==> config.mk <==
export PLATFORM = sky130hd
export DESIGN_NAME = mem_arbiter
export DESIGN_NICKNAME = d
export VERILOG_FILES = /design/src/rtl/mem_arbiter.sv
export SDC_FILE = /design/constraint.sdc
export NUM_CORES = 1
export LEC_CHECK = 0
export BUFFER_PORTS_ARGS = -buffer_cell sky130_fd_sc_hd__buf_2
export CAP_MARGIN = 10
export CORE_AREA = 3 3 134 136
export DETAILED_ROUTE_END_ITERATION = 8
export DIE_AREA = 0 0 137 139
export HOLD_SLACK_MARGIN = 0.03
export PLACE_DENSITY = 0.68
export SLEW_MARGIN = 25
export SYNTH_ARGS = -nofsm -noshare
export SYNTH_HDL_FRONTEND = slang
export SYNTH_SLANG_ARGS = --single-unit
==> constraint.sdc <==
create_clock -name clk -period 2.34 [get_ports clk]
set_clock_uncertainty 0.2 [all_clocks]
set_input_delay 0.117 -clock clk [delete_from_list [all_inputs] [get_ports clk]]
set_output_delay 0.117 -clock clk [all_outputs]
set_load 0.1 [all_outputs]
==> src/rtl/mem_arbiter.sv <==
// Three-requester arbiter/sequencer for the shared byte-addressable memory port.
// Define MEM_ARB_ROUND_ROBIN_EN for round-robin arbitration; default is fixed debug > data > fetch.
module mem_arbiter #(
    parameter int unsigned READ_LAT   = 1,
    parameter int unsigned WR_TIMEOUT = 15
) (
    input  logic        clk,
    input  logic        rst,
    input  logic [2:0]  req,
    input  logic [95:0] req_addr,
    input  logic [5:0]  req_wsize,
    input  logic [95:0] req_wdata,
    output logic [2:0]  gnt,
    output logic [2:0]  rsp_valid,
    output logic        rsp_err,
    output logic [31:0] rsp_rdata,
    output logic [31:0] mem_addr,
    output logic [1:0]  mem_write,
    output logic [31:0] mem_wdata,
    input  logic [31:0] mem_rdata,
    input  logic        mem_done,
    input  logic        mem_error,
    output logic        busy,
    output logic [2:0]  state
);

    typedef enum logic [2:0] {
        StIdle   = 3'd0,
        StIssue  = 3'd1,
        StWaitRd = 3'd2,
        StWaitWr = 3'd3,
        StResp   = 3'd4
    } state_e;

    state_e      state_q, state_d;
    logic [1:0]  owner_q, owner_d;
    logic [31:0] addr_q, addr_d;
    logic [1:0]  wsize_q, wsize_d;
    logic [31:0] wdata_q, wdata_d;
    logic        err_q, err_d;
    logic        done_seen_q, done_seen_d;
    logic [2:0]  lat_cnt_q, lat_cnt_d;
    logic [7:0]  wr_cnt_q, wr_cnt_d;
    logic [31:0] rdata_q, rdata_d;

    logic        any_req;
    logic [1:0]  win;

    function automatic logic [2:0] onehot(input logic [1:0] idx);
        case (idx)
            2'd0:    return 3'b001;
            2'd1:    return 3'b010;
            2'd2:    return 3'b100;
            default: return 3'b000;
        endcase
    endfunction

    assign any_req = |req;

`ifdef MEM_ARB_ROUND_ROBIN_EN
    logic [1:0] rr_q, rr_d;
    logic [1:0] rr_first, rr_second;

    function automatic logic [1:0] rr_next(input logic [1:0] idx);
        return (idx == 2'd2) ? 2'd0 : idx + 2'd1;
    endfunction

    // rr_q holds the last winner; it becomes the lowest-priority requester.
    always_comb begin
        rr_first  = rr_next(rr_q);
        rr_second = rr_next(rr_first);
        win       = rr_q;
        if (req[rr_first]) begin
            win = rr_first;
        end else if (req[rr_second]) begin
            win = rr_second;
        end
    end

    always_comb begin
        rr_d = rr_q;
        if (state_q == StIdle && any_req) begin
            rr_d = win;
        end
    end

    always_ff @(posedge clk or negedge rst) begin
        if (!rst) begin
            rr_q <= 2'd0;
        end else begin
            rr_q <= rr_d;
        end
    end
`else
    always_comb begin
        if (req[2]) begin
            win = 2'd2;
        end else if (req[1]) begin
            win = 2'd1;
        end else begin
            win = 2'd0;
        end
    end
`endif

    always_comb begin
        state_d     = state_q;
        owner_d     = owner_q;
        addr_d      = addr_q;
        wsize_d     = wsize_q;
        wdata_d     = wdata_q;
        err_d       = err_q;
        done_seen_d = done_seen_q;
        lat_cnt_d   = lat_cnt_q;
        wr_cnt_d    = wr_cnt_q;
        rdata_d     = rdata_q;
        case (state_q)
            StIdle: begin
                if (any_req) begin
                    owner_d     = win;
                    addr_d      = req_addr[{win, 5'd0} +: 32];
                    wsize_d     = req_wsize[{win, 1'b0} +: 2];
                    wdata_d     = req_wdata[{win, 5'd0} +: 32];
                    err_d       = 1'b0;
                    done_seen_d = 1'b0;
                    lat_cnt_d   = 3'd0;
                    wr_cnt_d    = 8'd0;
                    state_d     = StIssue;
                end
            end
            StIssue: begin
                // A done already seen here still ends the write after one WAIT_WR cycle.
                done_seen_d = mem_done;
                if (mem_error) begin
                    err_d   = 1'b1;
                    state_d = StResp;
                end else if (wsize_q == 2'b00) begin
                    state_d = StWaitRd;
                end else begin
                    state_d = StWaitWr;
                end
            end
            StWaitRd: begin
                if (lat_cnt_q == 3'(READ_LAT - 1)) begin
                    rdata_d = mem_rdata;
                    state_d = StResp;
                end else begin
                    lat_cnt_d = lat_cnt_q + 3'd1;
                end
            end
            StWaitWr: begin
                if (done_seen_q || mem_done) begin
                    err_d   = 1'b0;
                    state_d = StResp;
                end else if (wr_cnt_q == 8'(WR_TIMEOUT - 1)) begin
                    err_d   = 1'b1;
                    state_d = StResp;
                end else begin
                    wr_cnt_d = wr_cnt_q + 8'd1;
                end
            end
            StResp: begin
                state_d = StIdle;
            end
            default: begin
                state_d = StIdle;
            end
        endcase
    end

    always_ff @(posedge clk or negedge rst) begin
        if (!rst) begin
            state_q     <= StIdle;
            owner_q     <= 2'd0;
            addr_q      <= 32'd0;
            wsize_q     <= 2'b00;
            wdata_q     <= 32'd0;
            err_q       <= 1'b0;
            done_seen_q <= 1'b0;
            lat_cnt_q   <= 3'd0;
            wr_cnt_q    <= 8'd0;
            rdata_q     <= 32'd0;
        end else begin
            state_q     <= state_d;
            owner_q     <= owner_d;
            addr_q      <= addr_d;
            wsize_q     <= wsize_d;
            wdata_q     <= wdata_d;
            err_q       <= err_d;
            done_seen_q <= done_seen_d;
            lat_cnt_q   <= lat_cnt_d;
            wr_cnt_q    <= wr_cnt_d;
            rdata_q     <= rdata_d;
        end
    end

    // Strobes are decoded from state so nothing combinational reaches them from req.
    always_comb begin
        gnt       = 3'b000;
        rsp_valid = 3'b000;
        rsp_err   = 1'b0;
        mem_write = 2'b00;
        case (state_q)
            StIssue: begin
                gnt       = onehot(owner_q);
                mem_write = wsize_q;
            end
            StWaitWr: begin
                mem_write = wsize_q;
            end
            StResp: begin
                rsp_valid = onehot(owner_q);
                rsp_err   = err_q;
            end
            default: ;
        endcase
    end

    assign mem_addr  = addr_q;
    assign mem_wdata = wdata_q;
    assign rsp_rdata = rdata_q;
    assign busy      = (state_q != StIdle);
    assign state     = state_q;

endmodule

# Word-level counts from Yosys, hierarchy flattened
# Cells that the tools add are included.
totals:
  regBits: 116
  wordCells: 75
classes:
  shifts: 3
  n_reduce_logical: 19
  n_mux: 27
  n_eq_ne: 14
  addsub: 2
ops:
  columns: ["operator", "n"]
  rows:
  - ["$shiftx A96 B8 Y32", 2]
  - ["$mux W3", 9]
  - ["$mux W8", 3]
  - ["$pmux W8 S2", 1]
  - ["$ne A2 B2 Y1 const B", 6]
  - ["$pmux W3 S4", 1]
  - ["$pmux W3 S3", 1]
  - ["$add A8 B1 Y8 const B", 1]
  - ["$eq A8 B4 Y1 const B", 1]
  - ["$reduce_and A4 Y1", 2]
  - ["$mux W1", 7]
  - ["$eq A3 B2 Y1 const B", 2]
  - ["$logic_not A3 Y1", 2]
  - ["$pmux W3 S2", 1]
  - ["$reduce_and A2 Y1", 3]
  - ["$reduce_and A3 Y1", 2]
  - ["$reduce_bool A2 Y1", 3]
  - ["$reduce_bool A3 Y1", 2]
  - ["$shiftx A6 B4 Y2", 1]
  - ["$logic_not A2 Y1", 2]
  - ["$mux W2", 2]
  - ["$add A3 B1 Y3 const B", 1]
  - ["$eq A3 B1 Y1 const B", 1]
  - ["$eq A3 B3 Y1 const B", 1]
  - ["other kinds (8)", 8]

# Depth between registers and ports, before layout
# Gate-level depths: netlist of the first run.
logic_depth:
  ltp_word: 4
  depth_mapped: 7

# Least setup slack after synthesis of the first run
# No wires, ideal clock.
synth_timing:
  path_kind: "register to output"
  start: "register state_q[0] (netlist: state[0])"
  end: "output port gnt[0]"
  n_path_buf: 1
  stages_incl_launch_ff: 4
  slack_ps: -1371
  arrival_ps: 3394
  required_ps: 2023
  cell_sequence: "dfrtp_1 buf_4 nand2_1 nor3_1"
synth_via:
  elab_chain_len: 2
synth_rtl:
  columns: ["item", "line_no", "text"]
  rows:
  - ["start, declared", "35", "state_e state_q, state_d;"]
  - ["start signal, assigned", "173", "state_q <= StIdle;"]
  - ["start signal, assigned", "184", "state_q <= state_d;"]
  - ["$eq A3 B1 Y1", "203", "case (state_q)"]
  - ["$mux W3", "203", null]
  - ["end, declared", "13", "output logic [2:0] gnt,"]
# Every way passes these cells.

# Worst setup path after layout of the first run
layout_timing:
  start: "input port req[1]"
  end: "register wdata_q[27] (netlist: mem_wdata[27])"
layout_via:
  elab_chain_len: 3
layout_rtl:
  columns: ["item", "line_no", "text"]
  rows:
  - ["start, declared", "9", "input logic [2:0] req,"]
  - ["$mux W1", "98", "end else if (req[1]) begin"]
  - ["$mux W2", "96", "if (req[2]) begin"]
  - ["$shiftx A96 B8 Y32", "123", "wdata_d = req_wdata[{win, 5'd0} +: 32];"]
  - ["end signal, assigned", "188", "wdata_q <= wdata_d;"]
  - ["end, declared", "39", "logic [31:0] wdata_q, wdata_d;"]
# Parallel ways exist; a longest one is shown, timed or not.
# A chain may end at the register's enable or synchronous reset.

==> results of run 1 <==
final timing paths:
kind | from | to | slack, ns | cells after the start
max | req[1] | mem_wdata[27] | 0.09 | 8
min | req_addr[2] | mem_addr[2] | 0.06 | 5
max reg2reg | state[0] | mem_addr[25] | 0.24 | 6
min reg2reg | mem_addr[6] | mem_addr[6] | 0.27 | 2
max in group asynchronous | rst | mem_wdata[10] | 1.24 | 3
min in group asynchronous | rst | wr_cnt_q[0] | 0.07 | 2
metal layers:
metal | up-vias | wire, um | GRT usage
met5 | - | 0 | 0
met4 | 0 | 465 | 0.07248
met3 | 40 | 1420 | 0.06350
met2 | 256 | 11170 | 0.3961
met1 | 3100 | 8232 | 0.2525
li1 | 3201 | - | -
state kept, by name, indices dropped and copies added (netlist names):
| register | cells |
|---|---|
| mem_addr | 32 |
| mem_wdata | 32 |
| rsp_rdata | 32 |
| wr_cnt_q | 8 |
| lat_cnt_q | 3 |
| state | 3 |
| owner_q | 2 |
| wsize_q | 2 |
| done_seen_q | 1 |
| err_q | 1 |
stage by stage:
| stage | utilization | setup TNS (ns) | hold slack (ns) | setup WS (ns) |
|---|---|---|---|---|
| after global routing | 0.6021 | 0 | 0.09719 | 0.0003197 |
| after global placement | 0.4684 | 0 | -0.02853 | 0.3822 |
| after CTS | 0.6010 | 0 | 0.06053 | 0.05824 |
| after detailed placement | 0.4684 | 0 | -0.03527 | 0.3542 |
| final | 0.6021 | 0 | 0.06280 | 0.09194 |
| after floorplan | - | -0.1603 | -0.3786 | -0.1121 |
power by group through the flow:
stage	registers, mW	clock network (mW)	logic [mW]
global placement	3.49	0	9.75
global route	3.62	2.67	10.6
floorplan	9.42	0	2.24
detailed placement	3.51	0	9.83
CTS	3.49	2.58	10.1
finish	3.52	2.52	10.1
repair_timing:
| item | in CTS | in global routing |
|---|---|---|
| endpoints found under the hold margin | 222 | 0 |
| setup buffers | 0 | 1 |
| endpoints found under the setup margin | 0 | 4 |
| hold buffers | 169 | 0 |
| gates resized for setup | 0 | 2 |
cell type report:
| cell class | count | share of cell area |
|---|---|---|
| timing repair buffer | 526 | 0.3504 |
| sequential | 116 | 0.2835 |
| multi-input combinational | 461 | 0.2809 |
| clock buffer | 17 | 0.04142 |
| tap | 225 | 0.02741 |
| clock inverter | 15 | 0.01413 |
| inverter | 5 | 0.002193 |
placed cells by master (no fill, tap or decap), types with 3 or more instances in the layout:
master	count
sky130_fd_sc_hd__a21oi_1	73
sky130_fd_sc_hd__nor2_2	5
sky130_fd_sc_hd__nor3b_1	3
sky130_fd_sc_hd__nand3_1	3
sky130_fd_sc_hd__buf_4	9
sky130_fd_sc_hd__dfrtp_1	113
sky130_fd_sc_hd__inv_6	7
sky130_fd_sc_hd__o22a_1	4
sky130_fd_sc_hd__inv_1	4
sky130_fd_sc_hd__dlygate4sd3_1	169
sky130_fd_sc_hd__o21ai_1	4
sky130_fd_sc_hd__nor3_4	3
sky130_fd_sc_hd__nor2_1	72
sky130_fd_sc_hd__buf_2	342
sky130_fd_sc_hd__nor2b_1	3
sky130_fd_sc_hd__nor3_1	4
sky130_fd_sc_hd__mux2i_1	66
sky130_fd_sc_hd__ha_1	4
sky130_fd_sc_hd__clkinvlp_4	3
sky130_fd_sc_hd__or3_1	3
sky130_fd_sc_hd__clkbuf_16	17
sky130_fd_sc_hd__mux2_2	34
sky130_fd_sc_hd__buf_12	5
sky130_fd_sc_hd__nand2_1	78
sky130_fd_sc_hd__o21ai_0	69
sky130_fd_sc_hd__o31ai_1	4
worst max-delay path: stages:
cell and delay, ns:
sky130_fd_sc_hd__dlygate4sd3_1 0.53, sky130_fd_sc_hd__buf_4 0.16, sky130_fd_sc_hd__buf_12 0.26, sky130_fd_sc_hd__mux2i_1 0.29
sky130_fd_sc_hd__nor2_1 0.09, sky130_fd_sc_hd__a21oi_1 0.18, sky130_fd_sc_hd__dlygate4sd3_1 0.57, sky130_fd_sc_hd__o21ai_0 0.07
cell families after synthesis:
family | count (synthesis)
AOI/OAI and AO/OA | 168
and+or+nand+nor | 189
buffers and inverters | 49
DFF | 116
muxes | 100
adders and majority gates | 4
==> run_summary.xml, run 1 <==
<?xml version="1.0" encoding="UTF-8"?>
<metrics>
  <group name="floorplan">
    <metric name="start_util" unit="">0.3517</metric>
    <metric name="chipHeight" unit="um">139</metric>
    <metric name="dieArea" unit="mm2">0.01904</metric>
    <metric name="floorplan.core_area" unit="mm2">0.01706</metric>
    <metric name="die_x_extent" unit="um">137</metric>
    <metric name="io_pins" unit="">346</metric>
    <metric name="row_count" unit="">48</metric>
  </group>
  <group name="power">
    <metric name="power.share.sequential" unit="">0.217</metric>
    <metric name="p_sw" unit="mW">9.866</metric>
    <metric name="intPower" unit="mW">6.317</metric>
    <metric name="power.share.switching" unit="">0.6096</metric>
    <metric name="clockPowerShare" unit="">0.156</metric>
    <metric name="cellLeakagePower" unit="nW">5.134</metric>
    <metric name="p_total" unit="mW">16.18</metric>
    <metric name="part_of_the_total_power_dissipated_in_combinational_logic" unit="">0.627</metric>
    <metric name="irDropWorstVdd" unit="mV">1.176</metric>
    <metric name="cell_area_power_density" unit="mW/mm2">1576</metric>
  </group>
  <group name="clock_tree">
    <metric name="root_buffer" unit="">sky130_fd_sc_hd__clkbuf_16</metric>
    <metric name="cts_htree_levels" unit="">4</metric>
    <metric name="numCtsBuffers" unit="">17</metric>
    <metric name="cts.sink_count" unit="">116</metric>
    <metric name="cts.clk_slew.worst_paths" unit="ns">0.06</metric>
    <metric name="tritoncts" unit="">built</metric>
    <metric name="ctsLongestPathBuffers" unit="">2</metric>
    <metric name="worst_skew_pair_later_pin_latency" unit="ns">0.41</metric>
  </group>
  <group name="synth">
    <metric name="synthTopCellsByCount" unit="">sky130_fd_sc_hd__dfrtp_1, sky130_fd_sc_hd__nand2_1, sky130_fd_sc_hd__nor2_1</metric>
    <metric name="syn_avg_cell_area" unit="um2">9.582</metric>
    <metric name="asyncSetResetFlopFracSynth" unit="">1.000</metric>
    <metric name="dominantRegCellSynth" unit="">sky130_fd_sc_hd__dfrtp_1</metric>
    <metric name="yosys.area_share.adder" unit="">0.008344</metric>
    <metric name="synth_compound_gate_area_share" unit="">0.1548</metric>
    <metric name="synth_edf_count" unit="">0</metric>
    <metric name="synth-xor-area-share" unit="">0</metric>
    <metric name="syn-num-nets" unit="">867</metric>
    <metric name="synth_simple_gate_area_frac" unit="">0.1356</metric>
    <metric name="yosys_warnings" unit="">0</metric>
    <metric name="synth_largest_area_cell" unit="">sky130_fd_sc_hd__dfrtp_1</metric>
    <metric name="ys_seq_elements" unit="">116</metric>
    <metric name="yosysMostFrequentCell" unit="">sky130_fd_sc_hd__dfrtp_1</metric>
    <metric name="synthesis.instances" unit="">626</metric>
    <metric name="synthDominantCellAreaShare" unit="">0.4839</metric>
    <metric name="synth.area.top_cells" unit="">sky130_fd_sc_hd__dfrtp_1, sky130_fd_sc_hd__mux2i_1, sky130_fd_sc_hd__mux2_2</metric>
    <metric name="synthDistinctLibCells" unit="">45</metric>
    <metric name="synth_seq_area_share" unit="">0.4839</metric>
    <metric name="synthMuxAreaShare" unit="">0.1740</metric>
    <metric name="combinational_family_with_the_most_area_after_synthesis" unit="">multiplexers</metric>
    <metric name="synth_area" unit="mm2">0.005998</metric>
  </group>
  <group name="cells_and_area">
    <metric name="multi_input_area" unit="mm2">0.002885</metric>
    <metric name="synthToLayoutAreaGrowth" unit="%">71.21</metric>
    <metric name="final_net_count" unit="">1368</metric>
    <metric name="instances_no_fill" unit="">1365</metric>
    <metric name="diodes" unit="">0</metric>
    <metric name="nFillCells" unit="">1412</metric>
    <metric name="final-seq-area" unit="mm2">0.002912</metric>
    <metric name="design_area" unit="mm2">0.01027</metric>
    <metric name="drive_gt1_frac" unit="">0.3860</metric>
  </group>
  <group name="worst_setup_path">
    <metric name="crit_fanout" unit="">38</metric>
    <metric name="end_kind" unit="">flip-flop</metric>
    <metric name="worstSetupStartpointType" unit="">primary input</metric>
    <metric name="path_class" unit="">primary input to flip-flop</metric>
    <metric name="critPathRequiredTime" unit="ns">2.41</metric>
    <metric name="critical_path_arrival" unit="ns">2.32</metric>
  </group>
  <group name="detailed_routing">
    <metric name="totalWireLength" unit="um">21290</metric>
    <metric name="drt-initial-drc-count" unit="">238</metric>
    <metric name="routed-via-count" unit="">6597</metric>
    <metric name="drt-wirelength-per-cell" unit="um">15.59</metric>
    <metric name="drt_pre_antenna_iters" unit="">5</metric>
    <metric name="detail_route.drc_violations" unit="">0</metric>
    <metric name="drtAntennaViolNets" unit="">0</metric>
    <metric name="viasPerCell" unit="">4.833</metric>
  </group>
  <group name="sta">
    <metric name="hold_violations" unit="">0</metric>
    <metric name="post_route_fraction_of_the_period_consumed_by_the_critical_path" unit="">0.9607</metric>
    <metric name="final.min_clock_period" unit="ns">2.248</metric>
    <metric name="slew_headroom" unit="">0.5860</metric>
    <metric name="worstMarginPinSlew" unit="ns">0.6210</metric>
    <metric name="grt_setup_unrepaired" unit="">false</metric>
    <metric name="fmax" unit="MHz">444.8</metric>
    <metric name="setup_violations" unit="">0</metric>
    <metric name="report.final.slew_viol_count" unit="">0</metric>
  </group>
  <group name="grt">
    <metric name="grt_usage" unit="">0.2220</metric>
    <metric name="wire_length_of_the_first_global_routing_pass" unit="um">33720</metric>
    <metric name="via_count_of_the_first_global_routing_pass" unit="">6908</metric>
    <metric name="globalRoute.totalOverflow" unit="">0</metric>
    <metric name="grt_start_max_net_pins" unit="">135</metric>
    <metric name="antenna_found_initial" unit="">1</metric>
  </group>
  <group name="placement">
    <metric name="postPlaceCellArea" unit="mm2">0.007989</metric>
    <metric name="port_buffers" unit="">345</metric>
    <metric name="routabilityCongestion" unit="">0.8380</metric>
    <metric name="place_hpwl" unit="um">14030</metric>
    <metric name="dpl.cell_count" unit="">1163</metric>
  </group>
  <group name="min_path">
    <metric name="worst_hold_path_type" unit="">primary input to flip-flop</metric>
  </group>
  <group name="flow_run">
    <metric name="cap_viol_max_count" unit="">0</metric>
  </group>
  <group name="run_status">
    <metric name="run_status" unit="">finished, final reports clean</metric>
  </group>
</metrics>
No activity file was read; power rests on OpenSTA's default activity.
==> run 2, diff against run 1 <==
CTS_CLUSTER_SIZE = 16   (was default)
PLACE_DENSITY = 0.7   (was 0.68)
clock period = 2 ns   (was 2.34 ns; I/O delays follow)
==> run 2 against run 1 <==
Sequential power is 16% higher. Sequential share of layout area fell by 0.95 points. Non-clock buffer count up 13. Utilization up 2.1 points. Cell count is 0.95% higher. Global-route usage decreased by 0.056 points. Wire length is 1.1% higher. Worst setup slack worse by 0.040 ns. Clock power rose by 33%. Register-to-register slack got worse by 0.19 ns. Critical path depth is 2 lower. Sequential cell count unchanged. Largest cell class unchanged. Largest power group unchanged.
==> run_summary.xml, run 2 (synthesis gave the netlist of run 1 again) <==
<?xml version="1.0" encoding="UTF-8"?>
<metrics>
  <group name="sta">
    <metric name="fmax" unit="MHz">513.2</metric>
    <metric name="worstMarginPinSlew" unit="ns">0.6069</metric>
    <metric name="report.final.slew_viol_count" unit="">0</metric>
    <metric name="final.min_clock_period" unit="ns">1.949</metric>
    <metric name="grt_setup_unrepaired" unit="">true</metric>
    <metric name="hold_violations" unit="">0</metric>
    <metric name="post_route_fraction_of_the_period_consumed_by_the_critical_path" unit="">0.9743</metric>
    <metric name="slew_headroom" unit="">0.5954</metric>
    <metric name="setup_violations" unit="">0</metric>
  </group>
  <group name="grt">
    <metric name="gr-usage-met1" unit="">0.2464</metric>
    <metric name="global_route_track_usage_on_met3" unit="">0.06495</metric>
    <metric name="wire_length_of_the_first_global_routing_pass" unit="um">33440</metric>
    <metric name="via_count_of_the_first_global_routing_pass" unit="">6823</metric>
    <metric name="global_route.peak_usage_layer" unit="">met2</metric>
    <metric name="grt_start_max_net_pins" unit="">91</metric>
    <metric name="grt_usage" unit="">0.2215</metric>
    <metric name="globalRoute.totalOverflow" unit="">0</metric>
    <metric name="antenna_found_initial" unit="">1</metric>
    <metric name="met2_usage" unit="">0.3865</metric>
  </group>
  <group name="cells_and_area">
    <metric name="synthToLayoutAreaGrowth" unit="%">77.33</metric>
    <metric name="mostFrequentLayoutCell" unit="">sky130_fd_sc_hd__buf_2</metric>
    <metric name="diodes" unit="">0</metric>
    <metric name="drive_gt1_frac" unit="">0.3990</metric>
    <metric name="final_util" unit="">0.6236</metric>
    <metric name="final_net_count" unit="">1381</metric>
    <metric name="highest_count_cells_in_the_layout_ignoring_fill_and_taps" unit="">sky130_fd_sc_hd__buf_2, sky130_fd_sc_hd__dlygate4sd3_1, sky130_fd_sc_hd__dfrtp_1</metric>
  </group>
  <group name="power">
    <metric name="power.share.switching" unit="">0.5892</metric>
    <metric name="part_of_the_total_power_dissipated_in_combinational_logic" unit="">0.624</metric>
    <metric name="cell_area_power_density" unit="mW/mm2">1859</metric>
    <metric name="power.share.sequential" unit="">0.207</metric>
    <metric name="clockPowerShare" unit="">0.169</metric>
    <metric name="irDropWorstVdd" unit="mV">1.611</metric>
    <metric name="cellLeakagePower" unit="nW">5.267</metric>
    <metric name="p_sw" unit="mW">11.65</metric>
    <metric name="intPower" unit="mW">8.123</metric>
    <metric name="p_total" unit="mW">19.77</metric>
  </group>
  <group name="detailed_routing">
    <metric name="drtAntennaViolNets" unit="">0</metric>
    <metric name="drt-wirelength-per-cell" unit="um">15.62</metric>
    <metric name="viasPerCell" unit="">4.855</metric>
    <metric name="detail_route.drc_violations" unit="">0</metric>
    <metric name="drt-initial-drc-count" unit="">310</metric>
    <metric name="drt_pre_antenna_iters" unit="">4</metric>
    <metric name="totalWireLength" unit="um">21520</metric>
    <metric name="routed-via-count" unit="">6690</metric>
  </group>
  <group name="worst_setup_path">
    <metric name="reg2reg_slack" unit="ns">0.05</metric>
    <metric name="worstSetupStartpointType" unit="">flip-flop</metric>
    <metric name="timing.critical_path.depth" unit="">6</metric>
    <metric name="cpMostUsedCell" unit="">sky130_fd_sc_hd__buf_4</metric>
    <metric name="critical_path_arrival" unit="ns">2.05</metric>
    <metric name="timing.critical_path.cells" unit="">nor3_4 -&gt; buf_4 -&gt; buf_4 -&gt; a2111oi_1 -&gt; o21ai_1 -&gt; a32o_1</metric>
    <metric name="worst_setup_path_startpoint" unit="">state[0]</metric>
    <metric name="worstPathBufferInverterCount" unit="">2</metric>
    <metric name="critical_path.top_delay_family" unit="">compound AO/OA/AOI/OAI gates</metric>
    <metric name="end_kind" unit="">flip-flop</metric>
    <metric name="cpMaxStageDelayCell" unit="">sky130_fd_sc_hd__dfrtp_4</metric>
    <metric name="reg2reg_from" unit="">state[0]</metric>
    <metric name="setup.worst_path.end" unit="">err_q</metric>
    <metric name="cp_slowest_stage_delay" unit="ns">0.53</metric>
    <metric name="worst_r2r_path_depth" unit="">6</metric>
    <metric name="critPathRequiredTime" unit="ns">2.10</metric>
    <metric name="crit_fanout" unit="">12</metric>
    <metric name="path_class" unit="">flip-flop to flip-flop</metric>
    <metric name="reg2reg_to" unit="">err_q</metric>
  </group>
  <group name="clock_tree">
    <metric name="root_buffer" unit="">sky130_fd_sc_hd__clkbuf_16</metric>
    <metric name="cts.clk_slew.worst_paths" unit="ns">0.06</metric>
    <metric name="numCtsBuffers" unit="">17</metric>
    <metric name="ctsLongestPathBuffers" unit="">2</metric>
    <metric name="cts.sink_count" unit="">116</metric>
    <metric name="cts_htree_levels" unit="">4</metric>
    <metric name="tritoncts" unit="">built</metric>
    <metric name="worst_skew_pair_later_pin_latency" unit="ns">0.41</metric>
  </group>
  <group name="floorplan">
    <metric name="row_count" unit="">48</metric>
    <metric name="io_pins" unit="">346</metric>
    <metric name="die_x_extent" unit="um">137</metric>
    <metric name="chipHeight" unit="um">139</metric>
    <metric name="start_util" unit="">0.3517</metric>
    <metric name="dieArea" unit="mm2">0.01904</metric>
    <metric name="floorplan.core_area" unit="mm2">0.01706</metric>
  </group>
  <group name="run_status">
    <metric name="run_status" unit="">finished, final reports clean</metric>
  </group>
  <group name="flow_run">
    <metric name="cap_viol_max_count" unit="">0</metric>
  </group>
  <group name="placement">
    <metric name="place_hpwl" unit="um">14090</metric>
    <metric name="routabilityCongestion" unit="">0.8657</metric>
    <metric name="port_buffers" unit="">345</metric>
  </group>
  <group name="min_path">
    <metric name="worst_hold_path_type" unit="">primary input to asynchronous set/reset pin</metric>
  </group>
</metrics>
## run 2: how the worst min path moves through the flow
stage                        to  startpoint  slack, ns  cells past startpoint
floorplan           done_seen_q         rst      -0.40                      0
global placement    mem_addr[3]         rst      -0.05                      2
detailed placement  wr_cnt_q[5]         rst      -0.05                      2
CTS                 wr_cnt_q[5]         rst       0.07                      3
global route        wr_cnt_q[1]         rst       0.09                      3
finish              mem_addr[3]         rst       0.05                      3
## run 2: stage by stage
step	hold slack (ns)	worst slack [ns]	setup TNS (ns)	std cells	cell area, um2
4_1_cts	0.06913	0.009772	0	1375	10600
2_1_floorplan	-0.3956	-0.4521	-4.305	626	6086
6_report	0.04501	0.05145	0	1378	10640
3_3_place_gp	-0.04755	0.1380	0	1170	8219
5_1_grt	0.08773	-0.01013	-0.02841	1378	10640
3_5_place_dp	-0.04801	0.09147	0	1170	8219
## run 2: cell type report
class,instances,area [um2]
inverters,5,22.52
repair buffers,539,3845
well taps,225,281.5
fillers,1365,6420
clock buffers,19,452.9
clock inverters,13,195.2
flip-flops and latches,116,2914
multi-input cells,461,2925
## run 2: layer usage
| layer | vias to the layer above | routed length [um] |
|---|---|---|
| met2 | 273 | 11120 |
| met1 | 3133 | 8146 |
| li1 | 3223 | - |
| met4 | 0 | 788 |
| met5 | - | 0 |
| met3 | 61 | 1465 |
## run 2: worst register-to-register path: cells and delay by family (launching register included)
family | cells | cell delay [ns]
buffers and inverters | 2 | 0.31
AO/OA/AOI/OAI | 3 | 0.73
AND/OR/NAND/NOR | 1 | 0.08
flip-flops | 1 | 0.53
## run 2: power groups by stage
| stage | sequential, mW | combinational (mW) | clock [mW] |
|---|---|---|---|
| 3_3_place_gp | 4.06 | 11.7 | 0 |
| 3_5_place_dp | 4.10 | 11.9 | 0 |
| 2_1_floorplan | 11.0 | 2.67 | 0 |
| 4_1_cts | 4.08 | 12.2 | 3.40 |
| 5_1_grt | 4.24 | 12.8 | 3.51 |
| 6_report | 4.10 | 12.3 | 3.34 |
## run 2: what timing repair did
action,CTS,global route
pin swaps,2,1
endpoints found under the setup margin,5,4
resized for setup,3,6
hold endpoints to repair,222,0
setup buffers,3,3
hold buffers,170,0
==> run 3, diff against run 2 <==
PLACE_DENSITY = default   (was 0.7)
PLACE_DENSITY_LB_ADDON = 0.05   (was default)
==> run 3 against run 2 <==
Worst setup slack lost 0.0078 ns. Sequential power is essentially flat. Count of clock-buffer cells in the layout shrank 1. First-iteration DRC count shrank 30%. Sequential share of layout area is essentially flat. Cell count grew 0.44%. Power shrank 2.1%. Non-clock buffer count grew 5. Hold slack gained 0.012 ns. Wire length grew 0.86%. Global-route usage grew 0.29 points. Critical endpoint is now gnt[0]. Largest cell class unchanged. Largest power group unchanged.
==> run_summary.xml, run 3 (synthesis gave the netlist of run 1 again) <==
<?xml version="1.0" encoding="UTF-8"?>
<metrics>
  <group name="worst_setup_path">
    <metric name="cp_slowest_stage_delay" unit="ns">0.50</metric>
    <metric name="timing.critical_path.cells" unit="">buf_6 -&gt; nor2_4 -&gt; nand2_4 -&gt; nor3_4 -&gt; buf_12</metric>
    <metric name="critical_path.top_delay_family" unit="">flip-flops</metric>
    <metric name="setup.worst_path.end" unit="">gnt[0]</metric>
    <metric name="cpMaxStageDelayCell" unit="">sky130_fd_sc_hd__dfrtp_4</metric>
    <metric name="path_class" unit="">flip-flop to output pin</metric>
    <metric name="reg2reg_slack" unit="ns">0.06</metric>
    <metric name="end_kind" unit="">output pin</metric>
    <metric name="worstPathBufferInverterCount" unit="">2</metric>
    <metric name="critical_path_arrival" unit="ns">1.66</metric>
    <metric name="critPathRequiredTime" unit="ns">1.70</metric>
    <metric name="reg2reg_from" unit="">state[1]</metric>
    <metric name="crit_fanout" unit="">5</metric>
    <metric name="timing.critical_path.depth" unit="">5</metric>
    <metric name="worst_r2r_path_depth" unit="">5</metric>
    <metric name="reg2reg_to" unit="">wr_cnt_q[1]</metric>
    <metric name="worstSetupStartpointType" unit="">flip-flop</metric>
    <metric name="worst_setup_path_startpoint" unit="">state[2]</metric>
  </group>
  <group name="detailed_routing">
    <metric name="drt-met1-wl" unit="um">8436</metric>
    <metric name="totalWireLength" unit="um">21710</metric>
    <metric name="viasPerCell" unit="">4.769</metric>
    <metric name="drtAntennaViolNets" unit="">0</metric>
    <metric name="met2_length" unit="um">11220</metric>
    <metric name="routed-via-count" unit="">6600</metric>
    <metric name="drt-wirelength-per-cell" unit="um">15.68</metric>
    <metric name="routed.top_layer" unit="">met5</metric>
    <metric name="detailroute.wirelength.met3" unit="um">1411</metric>
    <metric name="drt_pre_antenna_iters" unit="">4</metric>
    <metric name="detail_route.drc_violations" unit="">0</metric>
    <metric name="drt-initial-drc-count" unit="">217</metric>
  </group>
  <group name="sta">
    <metric name="fmax" unit="MHz">511.2</metric>
    <metric name="report.final.slew_viol_count" unit="">0</metric>
    <metric name="grt_setup_unrepaired" unit="">true</metric>
    <metric name="hold_violations" unit="">0</metric>
    <metric name="final.min_clock_period" unit="ns">1.956</metric>
    <metric name="setup_violations" unit="">0</metric>
    <metric name="setup_tns" unit="ns">0</metric>
    <metric name="worstMarginPinSlew" unit="ns">0.5349</metric>
    <metric name="slew_headroom" unit="">0.6459</metric>
    <metric name="post_route_fraction_of_the_period_consumed_by_the_critical_path" unit="">0.9782</metric>
  </group>
  <group name="power">
    <metric name="cell_area_power_density" unit="mW/mm2">1820</metric>
    <metric name="irDropWorstVdd" unit="mV">1.208</metric>
    <metric name="p_total" unit="mW">19.36</metric>
    <metric name="part_of_the_total_power_dissipated_in_combinational_logic" unit="">0.641</metric>
    <metric name="p_sw" unit="mW">11.62</metric>
    <metric name="cellLeakagePower" unit="nW">5.276</metric>
    <metric name="power.share.sequential" unit="">0.211</metric>
    <metric name="intPower" unit="mW">7.742</metric>
    <metric name="power.share.switching" unit="">0.6001</metric>
    <metric name="clockPowerShare" unit="">0.148</metric>
  </group>
  <group name="floorplan">
    <metric name="chipHeight" unit="um">139</metric>
    <metric name="dieArea" unit="mm2">0.01904</metric>
    <metric name="row_count" unit="">48</metric>
    <metric name="die_x_extent" unit="um">137</metric>
    <metric name="floorplan.core_area" unit="mm2">0.01706</metric>
    <metric name="start_util" unit="">0.3517</metric>
    <metric name="io_pins" unit="">346</metric>
  </group>
  <group name="cells_and_area">
    <metric name="instances_no_fill" unit="">1384</metric>
    <metric name="final_util" unit="">0.6237</metric>
    <metric name="synthToLayoutAreaGrowth" unit="%">77.35</metric>
    <metric name="mostFrequentLayoutCell" unit="">sky130_fd_sc_hd__buf_2</metric>
    <metric name="nFillCells" unit="">1513</metric>
    <metric name="drive_gt1_frac" unit="">0.4016</metric>
    <metric name="final_net_count" unit="">1386</metric>
    <metric name="highest_count_cells_in_the_layout_ignoring_fill_and_taps" unit="">sky130_fd_sc_hd__buf_2, sky130_fd_sc_hd__dlygate4sd3_1, sky130_fd_sc_hd__dfrtp_1</metric>
  </group>
  <group name="clock_tree">
    <metric name="cts_htree_levels" unit="">4</metric>
    <metric name="numCtsBuffers" unit="">17</metric>
    <metric name="tritoncts" unit="">built</metric>
    <metric name="cts.clk_slew.worst_paths" unit="ns">0.05</metric>
    <metric name="cts.sink_count" unit="">116</metric>
    <metric name="ctsLongestPathBuffers" unit="">2</metric>
    <metric name="root_buffer" unit="">sky130_fd_sc_hd__clkbuf_16</metric>
    <metric name="worst_skew_pair_later_pin_latency" unit="ns">0.41</metric>
  </group>
  <group name="grt">
    <metric name="globalRoute.totalOverflow" unit="">0</metric>
    <metric name="grt_start_max_net_pins" unit="">93</metric>
    <metric name="via_count_of_the_first_global_routing_pass" unit="">6828</metric>
    <metric name="wire_length_of_the_first_global_routing_pass" unit="um">33670</metric>
    <metric name="antenna_found_initial" unit="">3</metric>
    <metric name="grt_usage" unit="">0.2244</metric>
  </group>
  <group name="placement">
    <metric name="dpl.cell_count" unit="">1173</metric>
    <metric name="port_buffers" unit="">345</metric>
    <metric name="place_hpwl" unit="um">15640</metric>
    <metric name="routabilityCongestion" unit="">0.8635</metric>
  </group>
  <group name="flow_run">
    <metric name="cap_viol_max_count" unit="">0</metric>
  </group>
  <group name="min_path">
    <metric name="worst_hold_path_type" unit="">primary input to asynchronous set/reset pin</metric>
  </group>
  <group name="run_status">
    <metric name="run_status" unit="">finished, final reports clean</metric>
  </group>
</metrics>
[run 3: area by class of cell]
class	count	area, um2	area share
diodes	1	2.502	0.0002352
clock buffers	18	439.2	0.04128
clock inverters	14	127.6	0.01200
inverters	5	22.52	0.002117
multi-input cells	461	2927	0.2751
flip-flops and latches	116	2914	0.2739
well taps	225	281.5	0.02646
repair buffers	544	3924	0.3689
[run 3: metrics by stage]
stage	hold WS [ns]	worst slack [ns]	cell area (um2)
6_report	0.05669	0.04364	10640
5_1_grt	0.05966	-0.03016	10640
4_1_cts	0.05163	-0.07424	10530
3_5_place_dp	-0.2615	0.07515	8222
3_3_place_gp	-0.2592	0.1063	8222
2_1_floorplan	-0.3956	-0.4521	6086
[run 3: what timing repair did]
item / 4_1_cts / 5_1_grt
resized for setup: 8 / 9
setup endpoints to repair: 8 / 53
pin swaps: 2 / 4
endpoints found under the hold margin: 221 / 0
cloned: 0 / 1
setup buffers: 3 / 5
hold buffers: 169 / 0
[run 3: worst min path at each step]
stage           start            to  depth (start not counted)
2_1_floorplan     rst   done_seen_q                          0
3_3_place_gp      rst   mem_addr[1]                          1
3_5_place_dp      rst   mem_addr[5]                          1
4_1_cts        req[1]  lat_cnt_q[2]                          4
5_1_grt        req[1]  lat_cnt_q[2]                          4
6_report          rst  mem_addr[12]                          3
[run 3: routing by layer]
layer | GRT usage | vias up
met2 | 0.3927 | 224
li1 | - | 3232
met4 | 0.08193 | 4
met5 | 0 | -
met1 | 0.2543 | 3088
met3 | 0.07003 | 52
[run 3: worst min-delay path: stages]
cell	delay, ns
sky130_fd_sc_hd__dlygate4sd3_1	0.53
sky130_fd_sc_hd__buf_4	0.15
sky130_fd_sc_hd__buf_12	0.25
[run 3: power groups by stage]
stage | registers, mW | clock network [mW] | logic (mW)
2_1_floorplan | 11.0 | 0 | 2.67
3_3_place_gp | 4.06 | 0 | 11.8
3_5_place_dp | 4.11 | 0 | 11.9
4_1_cts | 4.10 | 2.94 | 12.3
5_1_grt | 4.24 | 3.05 | 13.0
6_report | 4.08 | 2.86 | 12.4
